<file path="src/rtl/trace_pkg.sv">
// rtl/trace_pkg.sv - shared mode constants, state type and trace entry layout
package trace_pkg;

    localparam logic [1:0] MODE_CONT    = 2'd0;
    localparam logic [1:0] MODE_ONESHOT = 2'd1;
    localparam logic [1:0] MODE_TRIG    = 2'd2;

    typedef enum logic [1:0] {
        ST_IDLE,
        ST_ARMED,
        ST_CAPTURE,
        ST_DONE
    } traceState_e;

    // Entry layout, MSB first: {pc, address, data, read, write}
    function automatic int entryWidth(input int addrW, input int dataW);
        return 2 * addrW + dataW + 2;
    endfunction

    function automatic int pcLsb(input int addrW, input int dataW);
        return addrW + dataW + 2;
    endfunction

    function automatic int addressLsb(input int addrW, input int dataW);
        return (addrW > 0) ? dataW + 2 : dataW + 2;
    endfunction

    function automatic int dataLsb(input int addrW, input int dataW);
        return (addrW + dataW > 0) ? 2 : 2;
    endfunction

endpackage

</file>
<file path="src/rtl/trace_ram.sv">
// rtl/trace_ram.sv - trace storage, one sync write port and one registered read port
module trace_ram #(
    parameter int WIDTH = 194,
    parameter int DEPTH = 16
) (
    input  logic                     clock,
    input  logic                     resetN,
    input  logic                     wrEn,
    input  logic [$clog2(DEPTH)-1:0] wrAddr,
    input  logic [WIDTH-1:0]         wrData,
    input  logic [$clog2(DEPTH)-1:0] rdAddr,
    input  logic                     rdZero,
    output logic [WIDTH-1:0]         rdData
);

    logic [WIDTH-1:0] mem [DEPTH];

    always_ff @(posedge clock) begin
        if (wrEn) begin
            mem[wrAddr] <= wrData;
        end
    end

    // Read-before-write: a same-edge write is visible only on the next read
    always_ff @(posedge clock or negedge resetN) begin
        if (!resetN) begin
            rdData <= '0;
        end else begin
            rdData <= rdZero ? '0 : mem[rdAddr];
        end
    end

endmodule

</file>
<file path="src/rtl/bus_trace_monitor.sv">
// rtl/bus_trace_monitor.sv - bus trace buffer with continuous, one-shot and triggered capture
module bus_trace_monitor
    import trace_pkg::*;
#(
    parameter int ADDR_W = 64,
    parameter int DATA_W = 64,
    parameter int DEPTH  = 16,
    parameter int POST   = 8
) (
    input  logic                          clock,
    input  logic                          resetN,
    input  logic                          sampleEn,
    input  logic [ADDR_W-1:0]             pc,
    input  logic [ADDR_W-1:0]             address,
    input  logic [DATA_W-1:0]             data,
    input  logic                          read,
    input  logic                          write,
    input  logic [1:0]                    mode,
    input  logic [ADDR_W-1:0]             trigAddr,
    input  logic                          arm,
    input  logic                          stop,
    input  logic [$clog2(DEPTH)-1:0]      rdIndex,
    output logic [2*ADDR_W+DATA_W+1:0]    rdData,
    output logic [$clog2(DEPTH):0]        count,
    output logic                          busy,
    output logic                          done,
    output logic                          triggered,
    output logic                          overflow
);

    localparam int IDX_W   = $clog2(DEPTH);
    localparam int ENTRY_W = entryWidth(ADDR_W, DATA_W);
    localparam logic [IDX_W:0]   FULL_COUNT = (IDX_W+1)'(DEPTH);
    localparam logic [IDX_W:0]   LAST_FILL  = (IDX_W+1)'(DEPTH - 1);
    localparam logic [IDX_W:0]   POST_LEFT  = (IDX_W+1)'(POST - 1);
    localparam logic [IDX_W:0]   CNT_ONE    = (IDX_W+1)'(1);
    localparam logic [IDX_W-1:0] PTR_ONE    = IDX_W'(1);

    traceState_e        state;
    logic [1:0]         curMode;
    logic [IDX_W-1:0]   wrPtr;
    logic [IDX_W:0]     remain;

    logic               active;
    logic               wrEn;
    logic               hit;
    logic [ENTRY_W-1:0] entry;
    logic [IDX_W-1:0]   rdAddr;
    logic               rdZero;

    assign active = (state == ST_ARMED) || (state == ST_CAPTURE);
    assign wrEn   = active && sampleEn;
    assign hit    = (address == trigAddr) && (read || write);
    assign entry  = {pc, address, data, read, write};

    // Once wrapped, the oldest entry sits at the write pointer
    assign rdAddr = (overflow ? wrPtr : '0) + rdIndex;
    assign rdZero = ({1'b0, rdIndex} >= count);

    always_ff @(posedge clock or negedge resetN) begin
        if (!resetN) begin
            state     <= ST_IDLE;
            curMode   <= MODE_CONT;
            wrPtr     <= '0;
            count     <= '0;
            remain    <= '0;
            busy      <= 1'b0;
            done      <= 1'b0;
            triggered <= 1'b0;
            overflow  <= 1'b0;
        end else begin
            if (wrEn) begin
                wrPtr <= wrPtr + PTR_ONE;
                if (count == FULL_COUNT) begin
                    overflow <= 1'b1;
                end else begin
                    count <= count + CNT_ONE;
                end
            end

            case (state)
                ST_IDLE, ST_DONE: begin
                    if (arm) begin
                        wrPtr     <= '0;
                        count     <= '0;
                        overflow  <= 1'b0;
                        triggered <= 1'b0;
                        done      <= 1'b0;
                        busy      <= 1'b1;
                        if (mode == MODE_TRIG) begin
                            curMode <= MODE_TRIG;
                            state   <= ST_ARMED;
                        end else begin
                            curMode <= (mode == MODE_CONT) ? MODE_CONT : MODE_ONESHOT;
                            state   <= ST_CAPTURE;
                        end
                    end
                end
                ST_ARMED, ST_CAPTURE: begin
                    if (state == ST_ARMED && sampleEn && hit) begin
                        triggered <= 1'b1;
                        remain    <= POST_LEFT;
                    end
                    if (stop) begin
                        state <= ST_DONE;
                        done  <= 1'b1;
                        busy  <= 1'b0;
                    end else if (sampleEn) begin
                        if (state == ST_ARMED) begin
                            if (hit) begin
                                if (POST == 1) begin
                                    state <= ST_DONE;
                                    done  <= 1'b1;
                                    busy  <= 1'b0;
                                end else begin
                                    state <= ST_CAPTURE;
                                end
                            end
                        end else if (curMode == MODE_ONESHOT) begin
                            if (count == LAST_FILL) begin
                                state <= ST_DONE;
                                done  <= 1'b1;
                                busy  <= 1'b0;
                            end
                        end else if (curMode == MODE_TRIG) begin
                            remain <= remain - CNT_ONE;
                            if (remain == CNT_ONE) begin
                                state <= ST_DONE;
                                done  <= 1'b1;
                                busy  <= 1'b0;
                            end
                        end
                    end
                end
                default: state <= ST_IDLE;
            endcase
        end
    end

    trace_ram #(
        .WIDTH(ENTRY_W),
        .DEPTH(DEPTH)
    ) u_ram (
        .clock (clock),
        .resetN(resetN),
        .wrEn  (wrEn),
        .wrAddr(wrPtr),
        .wrData(entry),
        .rdAddr(rdAddr),
        .rdZero(rdZero),
        .rdData(rdData)
    );

endmodule

</file>
<file path="config.mk">
export PLATFORM = sky130hd
export DESIGN_NAME = bus_trace_monitor
export DESIGN_NICKNAME = d
export VERILOG_FILES = /design/src/rtl/trace_pkg.sv /design/src/rtl/trace_ram.sv /design/src/rtl/bus_trace_monitor.sv
export SDC_FILE = /design/constraint.sdc
export NUM_CORES = 2
export LEC_CHECK = 0
export BUFFER_PORTS_ARGS = -buffer_cell sky130_fd_sc_hd__buf_4
export CORE_ASPECT_RATIO = 1.4
export CORE_MARGIN = 4
export CORE_UTILIZATION = 41
export CTS_CLUSTER_SIZE = 10
export DETAILED_ROUTE_END_ITERATION = 6
export PLACE_DENSITY_LB_ADDON = 0.15
export SYNTH_ARGS = -nofsm -noshare
export SYNTH_HDL_FRONTEND = slang
export SYNTH_HIERARCHICAL = 1
export SYNTH_SLANG_ARGS = --single-unit
</file>
<file path="constraint.sdc">
create_clock -name clock -period 17.13 [get_ports clock]
set_input_delay 2.5695 -clock clock [delete_from_list [all_inputs] [get_ports clock]]
set_output_delay 2.5695 -clock clock [all_outputs]
set_load 0.05 [all_outputs]
</file>
# Yosys cells after proc, flatten, opt, wreduce, memory -nomap -nowiden

Memory sizes are Yosys's and may differ from the RTL's.
Index checks and enable logic that the tools add are counted.

Logic and storage cells: 105
Output and inout port bits: 203
Latch bits: 0
Memory bits (read-only): 0
Memory bits (writable): 3104
Input port bits: 269
Memories: 1
Bits in registers: 216

Multiplexer cells: 54
Add/subtract/negate cells: 4
Shift operators: 0
Multipliers: 0
Equality and inequality tests: 21
Bitwise operators: 0
Magnitude comparators: 1
Reductions and logical operators: 14
Divide/modulo/power cells: 0

Memories:

| name      | words | width | rd ports | clocked after memory_dff | wr ports | line            | text |
|---|---|---|---|---|---|---|---|
| u_ram.mem | 16    | 194   | 1        | 0                        | 1        | trace_ram.sv:16 | `logic [WIDTH-1:0] mem [DEPTH];` |

Operators by type and width:

| cell                                                               | number |
|---|---|
| 194-bit two-way mux                                                | 1 |
| 64-bit == test                                                     | 1 |
| 5-bit two-way mux                                                  | 10 |
| 1-bit two-way mux                                                  | 24 |
| 2-bit two-way mux                                                  | 11 |
| 4-bit two-way mux                                                  | 4 |
| 4-bit != test, second input constant                               | 4 |
| 5-bit != test, second input constant                               | 3 |
| 6-bit AND reduction                                                | 2 |
| 2-bit == test, second input constant                               | 4 |
| 3-bit != test, second input constant                               | 2 |
| 1-bit one-hot mux with 2 select lines                              | 3 |
| 5-bit by 1-bit adder with 5-bit output, second input constant      | 1 |
| 5-bit by 1-bit == test with 1-bit output, second input constant    | 1 |
| 5-bit by 4-bit == test with 1-bit output, second input constant    | 1 |
| 5-bit == test, second input constant                               | 1 |
| 4-bit by 5-bit greater-or-equal comparator with 1-bit output       | 1 |
| 5-bit by 1-bit subtractor with 5-bit output, second input constant | 1 |
| 4-bit by 1-bit adder with 4-bit output, second input constant      | 1 |
| 4-bit adder                                                        | 1 |
| 2-bit by 1-bit == test with 1-bit output, second input constant    | 2 |
| 1-bit logical AND                                                  | 4 |
| 2-bit logical NOT                                                  | 2 |
| 2-bit != test, second input constant                               | 2 |
| other kinds (4)                                                    | 7 |

# Logic depth before layout (Yosys ltp)

Depth after elaboration: 9
Depth in mapped cells: 13
Depth with buffers taken out: 10

# Cells and area by module

Netlist, hierarchy kept.

By module, submodules not included:

| module            | area an instance (um^2) | instances | seq. area each (um^2) | cells each |
|---|---|---|---|---|
| trace_ram         | 124780.9                | 1         | 98064.1               | 6624 |
| bus_trace_monitor | 2326.0                  | 1         | 550.5                 | 277 |

# Worst setup path after synthesis

Ideal clock, no wire load.

Path type: input -> register
Start: input sampleEn
End: memory u_ram.mem[0][0] (enable)
Setup time: 985 ps
Data required time: 16145 ps
Path buffers: 2
Slack: -653 ps
Arrival: 16797 ps
Stages: 6
Cells stage by stage: clkbuf_2 -> nand2_1 -> inv_1 -> clkbuf_1 -> or3b_2 -> nor3_1

Cells in the longest elaborated chain, start to end: 3

RTL lines:

| item                                    | line                    | text |
|---|---|---|
| start: declaration                      | bus_trace_monitor.sv:12 | `input logic sampleEn,` |
| 1-bit logical AND                       | bus_trace_monitor.sv:52 | `assign wrEn = active && sampleEn;` |
| named net wrEn                          | bus_trace_monitor.sv:45 | `logic wrEn;` |
| 1-bit two-way mux                       | trace_ram.sv:19         | `if (wrEn) begin` |
| 1-bit two-way mux (implied by the code) | trace_ram.sv:20         | `mem[wrAddr] <= wrData;` |
| end: declaration                        | trace_ram.sv:16         |  |

The timed path passes the listed nets, and every way through them passes these cells.

# Worst setup path after layout

Start: input rdIndex[0]
End: register u_ram.rdData[179]

Cells in the longest elaborated chain, start to end: 3
Elaborated cells between the ends (all ways): 4
Classes of those cells: 1 x add/sub; 1 x order compare; 1 x mux; 1 x memory

RTL lines:

| item                   | line                    | text |
|---|---|---|
| start: declaration     | bus_trace_monitor.sv:22 | `input logic [$clog2(DEPTH)-1:0] rdIndex,` |
| 4-bit adder            | bus_trace_monitor.sv:57 | `assign rdAddr = (overflow ? wrPtr : '0) + rdIndex;` |
| named net rdAddr[2]    | bus_trace_monitor.sv:48 | `logic [IDX_W-1:0] rdAddr;` |
| memory 16 x 194 bit    | n/a                     |  |
| 194-bit two-way mux    | trace_ram.sv:29         | `rdData <= rdZero ? '0 : mem[rdAddr];` |
| end signal: assignment | trace_ram.sv:29         |  |
| end: declaration       | trace_ram.sv:13         | `output logic [WIDTH-1:0] rdData` |

The timed path passes the listed nets, and every way through them passes these cells.
A chain may end at the register's enable or synchronous reset.

==> results_dict.tcl <==
set metrics [dict create \
    grt_pass1_wl_um 500000 \
    cts.path.max_buffers 4 \
    cp_max_fo 133 \
    multi_input_area_sq_mm 0.0260 \
    skew_ps 35.9 \
    p_int_mw 14.8 \
    hold_class "flop to flop" \
    hold_violations 0 \
    vias_per_cell 5.58 \
    holdCritStartpoint "busy" \
    synthDistinctLibCells 58 \
    ff_latch_area_sq_mm 0.0986 \
    clk_latency_ps 870 \
    pwr_density_cell_mw_per_mm2 142 \
    setup_slack_ps 10570 \
    whs_ps 495 \
    post-route-util 0.472 \
    status "finished clean" \
    routed_wl_um 352000 \
    antenna_found_initial 53 \
    hpwl_um 183000 \
    die_area_sq_mm 0.319 \
    drtIter0Drc 5434 \
    p_comb_frac 0.183 \
    ys.flop_type "edfxtp_1" \
    cts_tree "built" \
    ys_top_cells_by_area "edfxtp_1 73%, mux2i_1 12%, a22oi_1 4.6%" \
    holdBufCountCts 0 \
    dieHeight_um 667 \
    drcViolationCount 0 \
    place_area_sq_mm 0.135 \
    num_rows 241 \
    synthCells 6901 \
    root_buffer "clkbuf_16" \
    swShare 0.287 \
    core_sq_mm 0.308 \
    routedWlPerCell_um 29.6 \
    cts_setup_buffers 0 \
    cts.repair.resized 0 \
    drv_cap 0 \
    r2r-start "wrPtr[0]" \
    num_vias 66362 \
    place_worst_setup_slack_ps 9680 \
    setup_viol 0 \
    setup_tns_ps 0 \
    fin_crit_ps 6560 \
    synth_nets 7188 \
    startpoint "rdIndex[0]" \
    synth_edf_count 3104 \
    clk_pin_slew_ps 50 \
    ant_nets 0 \
    drt-pass1-iter-count 6 \
    fmax_ghz 0.152 \
    cts_buffers 377 \
    rsz0062_at_grt "false" \
    h-tree-depth 5 \
    die_w_um 479 \
    grt.total_usage 0.215 \
    cp.arrival_ps 7290 \
    avgSynthCellArea_sq_um 18.4 \
    p_leak_nw 51.8 \
    async_reset_ff_frac 0.0651 \
    slew_viol_final 0 \
    min_period_over_period 0.383 \
    nets 7781 \
    area_growth_pct 14.5 \
    seq_area_frac_synth 0.776 \
    synth_top_area_frac 0.733 \
    synth_area_leader_cell "edfxtp_1" \
    syn_area_sq_mm 0.127 \
    critical_path_required_ps 17860 \
    synth-seq-cells 3320 \
    grt_overflow_total 0 \
    fin_area_sq_mm 0.146 \
    path_class "input port to flop" \
    cts.sinks 3320 \
    grt_max_degree 134 \
    end_kind "flop" \
    grt_pass1_vias 68688 \
    worstSetupStartpointType "input port" \
    ir_drop_mv 0.0995 \
    switchingPower_mw 5.94 \
    drive_gt1_frac 0.136 \
    gp_congestion 0.744 \
    seq_power_share 0.466 \
    tightest_slew_ps 1220 \
    nFillCells 26203 \
    top_level_ports 472 \
    ys_warn_count 6 \
    portBuffers 471 \
    slew_headroom 0.186 \
    p_clk_frac 0.350 \
    initial_core_util 0.412 \
]
## cell type report
type / instances / area share
inverter: 38 / 0.000980
tap: 4131 / 0.0355
clock inverter: 17 / 0.00156
sequential: 3320 / 0.677
multi-input combinational: 3151 / 0.178
clock buffer: 624 / 0.0728
antenna: 15 / 0.000258
timing repair buffer: 606 / 0.0330
## worst max-delay path: stages
cell and delay [ps]:
buf_4 110, ha_4 130, inv_1 40, fa_1 380, xnor2_1 500, nor2b_4 280
buf_12 670, buf_4 940, buf_4 840, a22oi_1 200, nand3_1 170, nand2_1 70
## state kept, by name, summed over array words and instances, names as in the netlist
register and flops:
busy 1, count 5, state 2, curMode 2
done 1, u_ram/mem 3104, u_ram/rdData 194, triggered 1
remain 5, overflow 1, wrPtr 4
## layout by cell type, fill, tap and decap left out, drive strengths merged, types with 2 or more instances in the layout
cell | netlist | routed
edfxtp | 3104 | 3104
mux2i | 1553 | 1553
a22oi | 779 | 779
clkbuf | 116 | 624
buf | 276 | 606
nand3 | 396 | 396
nand2 | 217 | 217
dfrtp | 216 | 216
xnor2 | 52 | 52
inv | 38 | 45
nor2 | 27 | 27
ha | 17 | 17
diode | 0 | 15
nand4 | 14 | 14
o22ai | 11 | 11
nor3 | 11 | 11
a21oi | 10 | 10
o21ai | 9 | 9
clkinv | 0 | 9
nand2b | 6 | 6
nor2b | 6 | 6
and2 | 5 | 5
and3 | 5 | 5
a21o | 4 | 4
nor4 | 4 | 4
nand3b | 3 | 3
a222oi | 2 | 2
a221oi | 2 | 2
mux2 | 2 | 2
and4 | 2 | 2
o211ai | 2 | 2
a31oi | 2 | 2
## Yosys cell counts (5+ instances only)
library cell  count
buf_4            37
clkbuf_1         83
ha_1             17
nand3_1         395
clkbuf_4         28
nor3_1            9
nand2_1         217
nand4_1          13
o21ai_0           9
nand2b_1          6
nor2_1           26
o22ai_1          11
edfxtp_1       3104
buf_6            74
nor2b_1           5
dfrtp_1         216
a22oi_1         779
and2_1            5
xnor2_1          52
inv_1            37
mux2i_1        1553
buf_1            26
a21oi_1          10
buf_2           133
## power groups by stage
stage	Combinational, mW	Sequential, mW	Clock [mW]
final	3.79	9.65	7.25
after global routing	4.02	9.69	7.76
after CTS	3.85	9.67	7.43
after detailed placement	3.84	9.83	0
after global placement	3.82	9.83	0
after floorplan	1.87	10.4	0
## kinds of logic after synthesis
group	share of synthesized area
flip-flops	0.776
adder cells (fa/ha/maj)	0.00183
buffers and inverters	0.0213
AO/OA/AOI/OAI	0.0487
XOR/XNOR	0.00365
multiplexers	0.123
AND/OR/NAND/NOR	0.0261
## stage by stage
stage / instances / power [mW]
floorplan: 6901 / 12.3
global placement: 11246 / 13.6
detailed placement: 11246 / 13.7
CTS: 11887 / 20.9
global route: 11890 / 21.5
finish: 11902 / 20.7
## worst paths after layout
path	endpoint	slack [ps]	cells past startpoint
min reg2reg	busy	490	2
max	u_ram/rdData[179]	10570	12
min	busy	490	2
max reg2reg	u_ram/rdData[179]	11350	12
max in group asynchronous	u_ram/rdData[101]	12630	4
min in group asynchronous	u_ram/rdData[44]	1730	1
## per-layer routing
layer / share of wire / wire [um] / global-route usage
met1: 0.42 / 148000 / 0.282
met2: 0.50 / 178000 / 0.373
met3: 0.054 / 19200 / 0.0377
met4: 0.021 / 7410 / 0.0486
met5: 0.00064 / 227 / 0
(Power assumes the default switching activity.)
